File: src/rtl/hc_pkg.sv
// Shared Hamming code layout helpers for the encoder and decoder.
// Positions are 1-based; position p lives at codeword bit p-1.
package hc_pkg;

    // Error status attached to each decoded word.
    typedef struct packed {
        logic corr;
        logic uncorr;
    } err_flags_t;

    // Total codeword width for a given data/check split.
    function automatic int num_pos(input int data_wd, input int chk_wd);
        return data_wd + chk_wd;
    endfunction

    // Power-of-two positions carry check bits.
    function automatic bit is_chk_pos(input int p);
        return (p > 0) && ((p & (p - 1)) == 0);
    endfunction

    // Data index carried at a non-check position p.
    function automatic int data_idx(input int p);
        int idx;
        idx = 0;
        for (int q = 1; q < 64; q++) begin
            if (q < p && !is_chk_pos(q)) idx++;
        end
        return idx;
    endfunction

    // Position that carries data bit i.
    function automatic int data_pos(input int i);
        int cnt;
        int pos;
        cnt = 0;
        pos = 0;
        for (int p = 1; p < 64; p++) begin
            if (!is_chk_pos(p)) begin
                if (cnt == i && pos == 0) pos = p;
                cnt++;
            end
        end
        return pos;
    endfunction

endpackage

File: src/rtl/hc_syn.sv
// Combinational syndrome generator: bit i is the XOR of every codeword
// bit whose position has bit i set, check bits included.
module hc_syn
    import hc_pkg::*;
#(
    parameter int DATA_WD = 4,
    parameter int CHK_WD  = 3
) (
    input  logic [DATA_WD+CHK_WD-1:0] cw,
    output logic [CHK_WD-1:0]         syn
);

    localparam int N = num_pos(DATA_WD, CHK_WD);

    // Parity over each position class.
    always_comb begin
        syn = '0;
        for (int i = 0; i < CHK_WD; i++) begin
            for (int p = 1; p <= N; p++) begin
                if (((p >> i) & 1) == 1) syn[i] = syn[i] ^ cw[p-1];
            end
        end
    end

endmodule

File: src/rtl/hc_dec_pipe.sv
// Two-stage pipelined Hamming SEC decoder with saturating error counters.
//
// Handshake: a word moves across a boundary on a clock edge where the
// sender's valid and the receiver's ready are both high. Valid never
// depends on ready; once raised, valid and payload hold until taken.
// Each stage loads when it is empty or its contents move on this edge,
// so o_rdy is combinational from i_rdy and the pipe runs bubble-free.
module hc_dec_pipe
    import hc_pkg::*;
#(
    parameter int DATA_WD = 4,
    parameter int CHK_WD  = 3,
    parameter int CNT_WD  = 16
) (
    input  logic                      i_clk,
    input  logic                      i_rst_n,
    input  logic                      i_vld,
    output logic                      o_rdy,
    input  logic [DATA_WD+CHK_WD-1:0] i_enc_data,
    output logic                      o_vld,
    input  logic                      i_rdy,
    output logic [DATA_WD-1:0]        o_data,
    output logic [CHK_WD-1:0]         o_syn,
    output logic                      o_corr,
    output logic                      o_uncorr,
    input  logic                      i_clr_cnt,
    output logic [CNT_WD-1:0]         o_corr_cnt,
    output logic [CNT_WD-1:0]         o_uncorr_cnt
);

    localparam int N = num_pos(DATA_WD, CHK_WD);

    if (2**CHK_WD < DATA_WD + CHK_WD + 1) begin : g_bad_cfg
        $fatal(1, "hc_dec_pipe: CHK_WD too small for DATA_WD");
    end

    // Stage 1: received codeword and its syndrome.
    logic             s1_vld;
    logic [N-1:0]     s1_cw;
    logic [CHK_WD-1:0] s1_syn;
    logic [CHK_WD-1:0] in_syn;

    // Stage 2: corrected data and status.
    logic               s2_vld;
    logic [DATA_WD-1:0] s2_data;
    logic [CHK_WD-1:0]  s2_syn;
    err_flags_t         s2_flags;

    logic               s1_load;
    logic               s2_load;
    logic               out_hs;
    logic [N-1:0]       fixed_cw;
    logic [DATA_WD-1:0] fixed_data;
    err_flags_t         fixed_flags;
    logic [CNT_WD-1:0]  corr_cnt;
    logic [CNT_WD-1:0]  uncorr_cnt;

    hc_syn #(
        .DATA_WD(DATA_WD),
        .CHK_WD (CHK_WD)
    ) u_syn (
        .cw (i_enc_data),
        .syn(in_syn)
    );

    // Stage load enables and the output handshake.
    always_comb begin
        s2_load = !s2_vld || i_rdy;
        s1_load = !s1_vld || s2_load;
        out_hs  = s2_vld && i_rdy;
    end

    assign o_rdy = s1_load;

    // Stage 1 register: capture the codeword and its syndrome on input handshake.
    always_ff @(posedge i_clk or negedge i_rst_n) begin
        if (!i_rst_n) begin
            s1_vld <= 1'b0;
            s1_cw  <= '0;
            s1_syn <= '0;
        end else if (s1_load) begin
            s1_vld <= i_vld;
            if (i_vld) begin
                s1_cw  <= i_enc_data;
                s1_syn <= in_syn;
            end
        end
    end

    // Flip the bit the syndrome points at, then strip the check bits.
    always_comb begin
        fixed_cw    = s1_cw;
        fixed_data  = '0;
        fixed_flags = '{corr: 1'b0, uncorr: 1'b0};
        if (int'(s1_syn) > N) begin
            fixed_flags.uncorr = 1'b1;
        end else if (s1_syn != '0) begin
            fixed_flags.corr = 1'b1;
            for (int p = 1; p <= N; p++) begin
                if (int'(s1_syn) == p) fixed_cw[p-1] = ~fixed_cw[p-1];
            end
        end
        for (int p = 1; p <= N; p++) begin
            if (!is_chk_pos(p)) fixed_data[data_idx(p)] = fixed_cw[p-1];
        end
    end

    // Stage 2 register: hold corrected word until downstream takes it.
    always_ff @(posedge i_clk or negedge i_rst_n) begin
        if (!i_rst_n) begin
            s2_vld   <= 1'b0;
            s2_data  <= '0;
            s2_syn   <= '0;
            s2_flags <= '{corr: 1'b0, uncorr: 1'b0};
        end else if (s2_load) begin
            s2_vld <= s1_vld;
            if (s1_vld) begin
                s2_data  <= fixed_data;
                s2_syn   <= s1_syn;
                s2_flags <= fixed_flags;
            end
        end
    end

    // Saturating event counters; clear has priority over increment.
    always_ff @(posedge i_clk or negedge i_rst_n) begin
        if (!i_rst_n) begin
            corr_cnt   <= '0;
            uncorr_cnt <= '0;
        end else if (i_clr_cnt) begin
            corr_cnt   <= '0;
            uncorr_cnt <= '0;
        end else if (out_hs) begin
            if (s2_flags.corr && corr_cnt != {CNT_WD{1'b1}})
                corr_cnt <= corr_cnt + CNT_WD'(1);
            if (s2_flags.uncorr && uncorr_cnt != {CNT_WD{1'b1}})
                uncorr_cnt <= uncorr_cnt + CNT_WD'(1);
        end
    end

    assign o_vld        = s2_vld;
    assign o_data       = s2_data;
    assign o_syn        = s2_syn;
    assign o_corr       = s2_flags.corr;
    assign o_uncorr     = s2_flags.uncorr;
    assign o_corr_cnt   = corr_cnt;
    assign o_uncorr_cnt = uncorr_cnt;

endmodule
File: config.mk
export PLATFORM = sky130hd
export DESIGN_NAME = hc_dec_pipe
export DESIGN_NICKNAME = d
export VERILOG_FILES = /design/src/rtl/hc_pkg.sv /design/src/rtl/hc_syn.sv /design/src/rtl/hc_dec_pipe.sv
export SDC_FILE = /design/constraint.sdc
export NUM_CORES = 1
export LEC_CHECK = 0
export BUFFER_PORTS_ARGS = -buffer_cell sky130_fd_sc_hd__buf_2
export CORE_MARGIN = 3
export CORE_UTILIZATION = 45
export CTS_CLUSTER_SIZE = 20
export DETAILED_ROUTE_END_ITERATION = 10
export PLACE_DENSITY = 0.72
export SYNTH_ARGS = -nofsm -noshare
export SYNTH_HDL_FRONTEND = slang
export SYNTH_SLANG_ARGS = --single-unit
File: constraint.sdc
create_clock -name i_clk -period 5.5 [get_ports i_clk]
set_clock_uncertainty 0.05 [all_clocks]
set_input_delay 0.55 -clock i_clk [delete_from_list [all_inputs] [get_ports i_clk]]
set_output_delay 0.55 -clock i_clk [all_outputs]
set_load 0.005 [all_outputs]
==> results of run 1 <==
## where the power goes
group	switching, mW	internal (mW)
registers	0.0263	0.272
logic	0.0454	0.0472
clock network	0.0883	0.148
total	0.160	0.467
## worst register-to-register path, stage by stage, from the launching register on
cell      delay, ns
dfrtp_1        0.48
ha_1           0.32
nand4_1        0.17
a2111o_1       0.51
or3_1          0.35
a21oi_1        0.14
## layer usage
layer	global-route usage, %	share of wire (%)
met1	20.24	45
met2	24.29	47
met3	5.997	7.4
met4	6.569	1.1
met5	0	0
## cells in the mapped netlist (all sizes together)
cell type and n:
dfrtp 33, nand2 19, buf 18, a21oi 11, o21ai 11, mux2 9, xnor2 9, nor2 8
nand4 7, o31ai 7, or4 7, nand3 6, nor3 5, inv 4, xor2 4, clkbuf 3
nor2b 3, or3 3, and3 2, and4 2, nand2b 2, a2111o 1, a211oi 1, conb 1
ha 1, mux2i 1, nand3b 1, nor4 1, o211ai 1, or2 1, or2b 1
## per-stage QoR
stage                     instances  hold slack [ns]
after floorplan                 199           0.2044
after global placement          263           0.4135
after detailed placement        263           0.4243
after CTS                       271           0.2808
after global routing            271           0.3222
final                           271           0.2701
## cells by family (layout without fill, tap and decap cells)
family                     Yosys count  count (layout)  share of synthesized area, %
xor gates and xnor gates            13              13                         6.395
AOI/OAI and AO/OA                   32              32                         10.61
DFF                                 33              33                         46.38
and+or+nand+nor                     68              68                         20.52
muxes                               10              10                         6.255
adders and majority gates            1               1                        0.7026
buffers and inverters               25              49                         8.924
other                                1              17                        0.2106
## path summary, 6_finish.rpt
path,to,depth (start not counted),from
max reg2reg,o_corr_cnt[10],5,o_corr_cnt[0]
min,o_corr_cnt[12],1,i_rst_n
max,o_corr_cnt[10],5,o_corr_cnt[0]
min reg2reg,o_data[0],2,o_data[0]
min in group i_clk,s1_vld,2,i_vld
max in group asynchronous,o_corr_cnt[4],1,i_rst_n
## registers in the layout, indices dropped and copies added (netlist names)
name / cells
o_corr: 1
s1_cw: 4
o_syn: 3
s1_vld: 1
o_data: 4
o_vld: 1
s1_syn: 3
o_corr_cnt: 16
## layout make-up
class	instances	area, um2
Clock buffer	7	86.33
Clock inverter	1	30.03
Fill cell	360	1685
Inverter	4	15.01
Multi-Input combinational cell	141	855.8
Sequential cell	33	825.8
Tap cell	48	60.06
Timing Repair Buffer	37	185.2
==> run metrics, run 1 <==
Remaining DRCs=0; worst setup path class=reg -> reg; status=finished clean; vias post-DR=1414; post-DP HPWL=2463 um; most frequent cells in the layout=buf_2 (37), dfrtp_1 (33), nand2_1 (19), conb_1 (17); antenna-violating nets left=0; crit share post-route=37.95%; # diodes=0; CTS tree=done; worst-margin pin slew=0.7408 ns; maximum root-to-sink buffer count=2; Tmin final=around 2.1 ns; Setup WS post-layout=around 3.4 ns; Yosys reg bits=33; Std-Cell Rows=22; worst path buffer plus inverter count=0; Die Y=roughly 70 um; Leakage=0.9359 nW; post-CTS setup buffers=0; Initial Utilization=47.56%; post-CTS sizing=0; largest area contributor in the netlist=dfrtp_1; Max IR drop VDD=0.1713 mV; slew margin rel.=50.61%; MaxCap Viol Count=0; Clk pin slew, worst setup/hold paths=0.07 ns; initial antenna violation count=0; Seq/Total Area, Yosys=between 40% and 50%; final wirelength=3400 um; post-layout util=54.98%; largest net degree at the start of global routing=34; drt pass-1 iters=4; Setup Viol. Count Final=0; I/O Buffers=37; area share of the largest cell type after synthesis=between 40 and 50%; vias per std cell=around 5.2; fraction of layout cells with a size suffix above 1=24.22%; Hold Vio Cnt, Final=0; die area=4747 um2; final slew viol count=0; Placer Congestion=0.8204; setup TNS=0 ns; Reg2Reg Setup Slack=3.41 ns; Max Freq=479.1 MHz; H-tree depth=2; Synth cell types=33; WP data arrival=2.25 ns; min-delay worst type=in -> async; syn avg cell area=approximately 9.7 um2; CP cell instances=ha_1, nand4_1, a2111o_1, or3_1, a21oi_1; core area=3744 um2; area grow syn2layout=15.60%; CP top delay family=compound AO/OA/AOI/OAI gates; global route overflow=0; Final Power=627.0 uW; Cells after Synth=183; hold buffers post-CTS=0; commonest non-fill, non-tap cell in the layout=buf_2; Place WS=3.257 ns; slowest CP cell=a2111o_1; unrepaired setup endpoints after global routing=no; Routed WL per cell=12.55 um; die width=approximately 69 um; critical path fanouts, max=7; total CTS buffers=5; Root Driver=clkbuf_8; global-route wire length before repair=5485 um; PD cells=304.6 nW/um2; required time worst endpoint=5.67 ns; Ports=55; Mapped Area=1780 um2; Detailed Route Iter0 Violations=142; fin nets=235; Crit. End Element=flop; GR Util All Layers=15.93%; Synthesis Warnings=0; vias in the first global route=1192; largest cells by area after synthesis=dfrtp_1 (46%), buf_4 (7.2%), mux2_2 (5.7%), xnor2_1 (4.4%), nand2_1 (4.0%); worst skew pair latency=0.29 ns; fin area=2058 um2; clock sink count=33; CP Launch Type=flop; worst stage delay on the critical path=0.51 ns; Placement Cell Area=1942 um2
No activity file was read; power rests on OpenSTA's default activity.
==> inputs of run 2 (changes only) <==
==> constraint.sdc (replaced) <==
create_clock -name i_clk -period 2 [get_ports i_clk]
set_clock_uncertainty 0.05 [all_clocks]
set_input_delay 0.2 -clock i_clk [delete_from_list [all_inputs] [get_ports i_clk]]
set_output_delay 0.2 -clock i_clk [all_outputs]
set_load 0.005 [all_outputs]
==> run 2 against run 1 <==
Against the previous run: global-route usage up 0.43 points; cell count up 3.3%; sequential cell count unchanged; first-iteration DRC count decreased by 15%; clock-buffer cell count shrank 1; non-clock buffer count up 9; combinational power grew to 2.9 times the previous value; sequential share of layout area shrank 0.66 points; power grew to 2.5 times the previous value; via count hardly changed; cell area is 2.1% higher; critical path type unchanged.
==> run metrics, run 2 (synthesis results as in run 1) <==
status=finished clean; Crit. path cell count=4 (-1); worst path buffer plus inverter count=0 (unchanged); Detailed Route Iter0 Violations=121 (-15%); Clk pin slew, worst setup/hold paths=0.07 ns (about the same); post-layout util=56.15% (+1.2 points); fin nets=244 (+3.8%); global route overflow=0 (unchanged); core area=3744 um2 (unchanged); CTS tree=done; initial antenna violation count=0 (unchanged); Sequential Power Share=52.2% (+4.6 points); reg2reg start=o_corr; die width=68.90 um (unchanged); drt pass-1 iters=4 (unchanged); Setup WS post-layout=0.1222 ns (-3.290 ns); slowest CP cell=or4_4; post-DP HPWL=2594 um (+5.3%); Placer Congestion=0.8065 (-1.7%); Comb power frac=17.1% (+2.3 points); max reg flops=16 (unchanged); worst setup path start=o_corr; vias in the first global route=1331 (+12%); Reg2Reg Setup Slack=0.12 ns (-3.29 ns); H-tree depth=2 (unchanged); worst skew pair latency=0.29 ns (about the same); post-CTS setup buffers=0 (unchanged); Hold Vio Cnt, Final=0 (unchanged); total CTS buffers=5 (unchanged); MaxCap Viol Count=0 (unchanged); GR Util All Layers=16.36% (+0.43 points); commonest non-fill, non-tap cell in the layout=buf_2; worst-margin pin slew=0.7276 ns (-0.01326 ns); CP cell instances=nand3_1, or4_4, or4_1, a21oi_1; CP top delay family=simple AND/OR/NAND/NOR gates; Net Sw Frac=28.15% (+2.6 points); Crit. End Element=flop; Tmin final=1.878 ns (-0.2096 ns); slew margin rel.=51.50% (+0.88 points); Hold Worst Slack=0.06829 ns (-0.2018 ns); worst setup path class=reg -> reg; R2R Path End=o_corr_cnt[11]; setup TNS=0 ns (unchanged); crit share post-route=93.89% (+56 points); Max IR drop VDD=0.4370 mV (+160%); P_int=1.128 mW (+140%); crit path capture=o_corr_cnt[11]; Placement Cell Area=2002 um2 (+3.1%); fraction of layout cells with a size suffix above 1=28.45% (+4.2 points); PD cells=746.6 nW/um2 (+150%); Routed WL per cell=12.53 um (-0.14%); vias post-DR=1415 (+0.071%); final wirelength=3508 um (+3.2%); vias per std cell=5.054 (-3.1%); critical path fanouts, max=5 (-2); fin area=2102 um2 (+2.1%); Final Power=1.569 mW (+150%); unrepaired setup endpoints after global routing=no; # diodes=0 (unchanged); area grow syn2layout=18.06%; Die Y=68.90 um (unchanged); Std-Cell Rows=22 (unchanged); antenna-violating nets left=0 (unchanged); Max Freq=532.5 MHz (+11%); final slew viol count=0 (unchanged); Root Driver=clkbuf_8; I/O Buffers=37 (unchanged); largest net degree at the start of global routing=34 (unchanged); Layout Cells excl Fill=280 (+3.3%); required time worst endpoint=2.16 ns (-3.51 ns); die area=4747 um2 (unchanged); CP Launch Type=flop; global-route wire length before repair=5706 um (+4.0%); Remaining DRCs=0 (unchanged); Initial Utilization=47.56% (unchanged); min-delay worst type=in -> reg; worst stage delay on the critical path=0.57 ns (+0.06 ns); maximum root-to-sink buffer count=2 (unchanged); placed cells=271 (+3.0%); Clock Power Share=30.6% (-7.0 points); Leakage=0.9638 nW (+3.0%); Setup Viol. Count Final=0 (unchanged); Switch Pwr=441.9 uW (+180%); WP data arrival=2.04 ns (-0.21 ns); clock sink count=33 (unchanged); Place WS=0.05245 ns (-3.204 ns); Ports=55 (unchanged); r2r worst-path depth=4 (-1); most frequent cells in the layout=buf_2 (37), dfrtp_1 (30), nand2_1 (19), conb_1 (17)
[run 2: cell types whose count changed in the layout (fill, tap and decap cells not counted)]
cell           delta
buf_4             +8
dfrtp_1           -3
dfrtp_2           +3
clkinv_2          +2
bufinv_16         -1
clkbuf_8          -1
dlygate4sd3_1     +1
or4_1             -1
or4_4             +1
[run 2: how the worst min path moves through the flow]
stage	startpoint	end	slack [ns]	cells after the start
finish	i_vld	s1_vld	0.07	2
global route	i_vld	s1_vld	0.07	2
CTS	i_vld	s1_vld	0.06	2
detailed placement	i_rst_n	o_corr_cnt[12]	0.26	1
global placement	i_rst_n	o_corr_cnt[12]	0.25	1
floorplan	i_rst_n	o_corr	-0.15	0
[run 2: area by class of cell]
type / instances / area [um2]
inverters: 4 / 15.01
repair buffers: 46 / 255.2
fillers: 351 / 1642
multi-input cells: 141 / 859.6
flip-flops and latches: 33 / 829.5
well taps: 48 / 60.06
clock inverters: 2 / 10.01
clock buffers: 6 / 72.57
[run 2: timing repair]
action,CTS,global route
resized for setup,0,4
hold buffers,1,0
setup endpoints to repair,0,6
endpoints found under the hold margin,33,0
[run 2: metal layers]
layer  up-vias  track usage (%)  share of wire, %
met2        47            27.74                49
li1        711                -                 -
met4         0            5.109                 0
met5         -                0                 0
met3         0            6.969               7.7
met1       657            18.57                44
[run 2: power groups by stage]
stage / clock (mW) / sequential (mW) / combinational, mW
3_5_place_dp: 0 / 0.831 / 0.272
2_1_floorplan: 0 / 0.823 / 0.175
5_1_grt: 0.542 / 0.836 / 0.308
4_1_cts: 0.506 / 0.819 / 0.274
3_3_place_gp: 0 / 0.828 / 0.265
6_report: 0.481 / 0.820 / 0.269
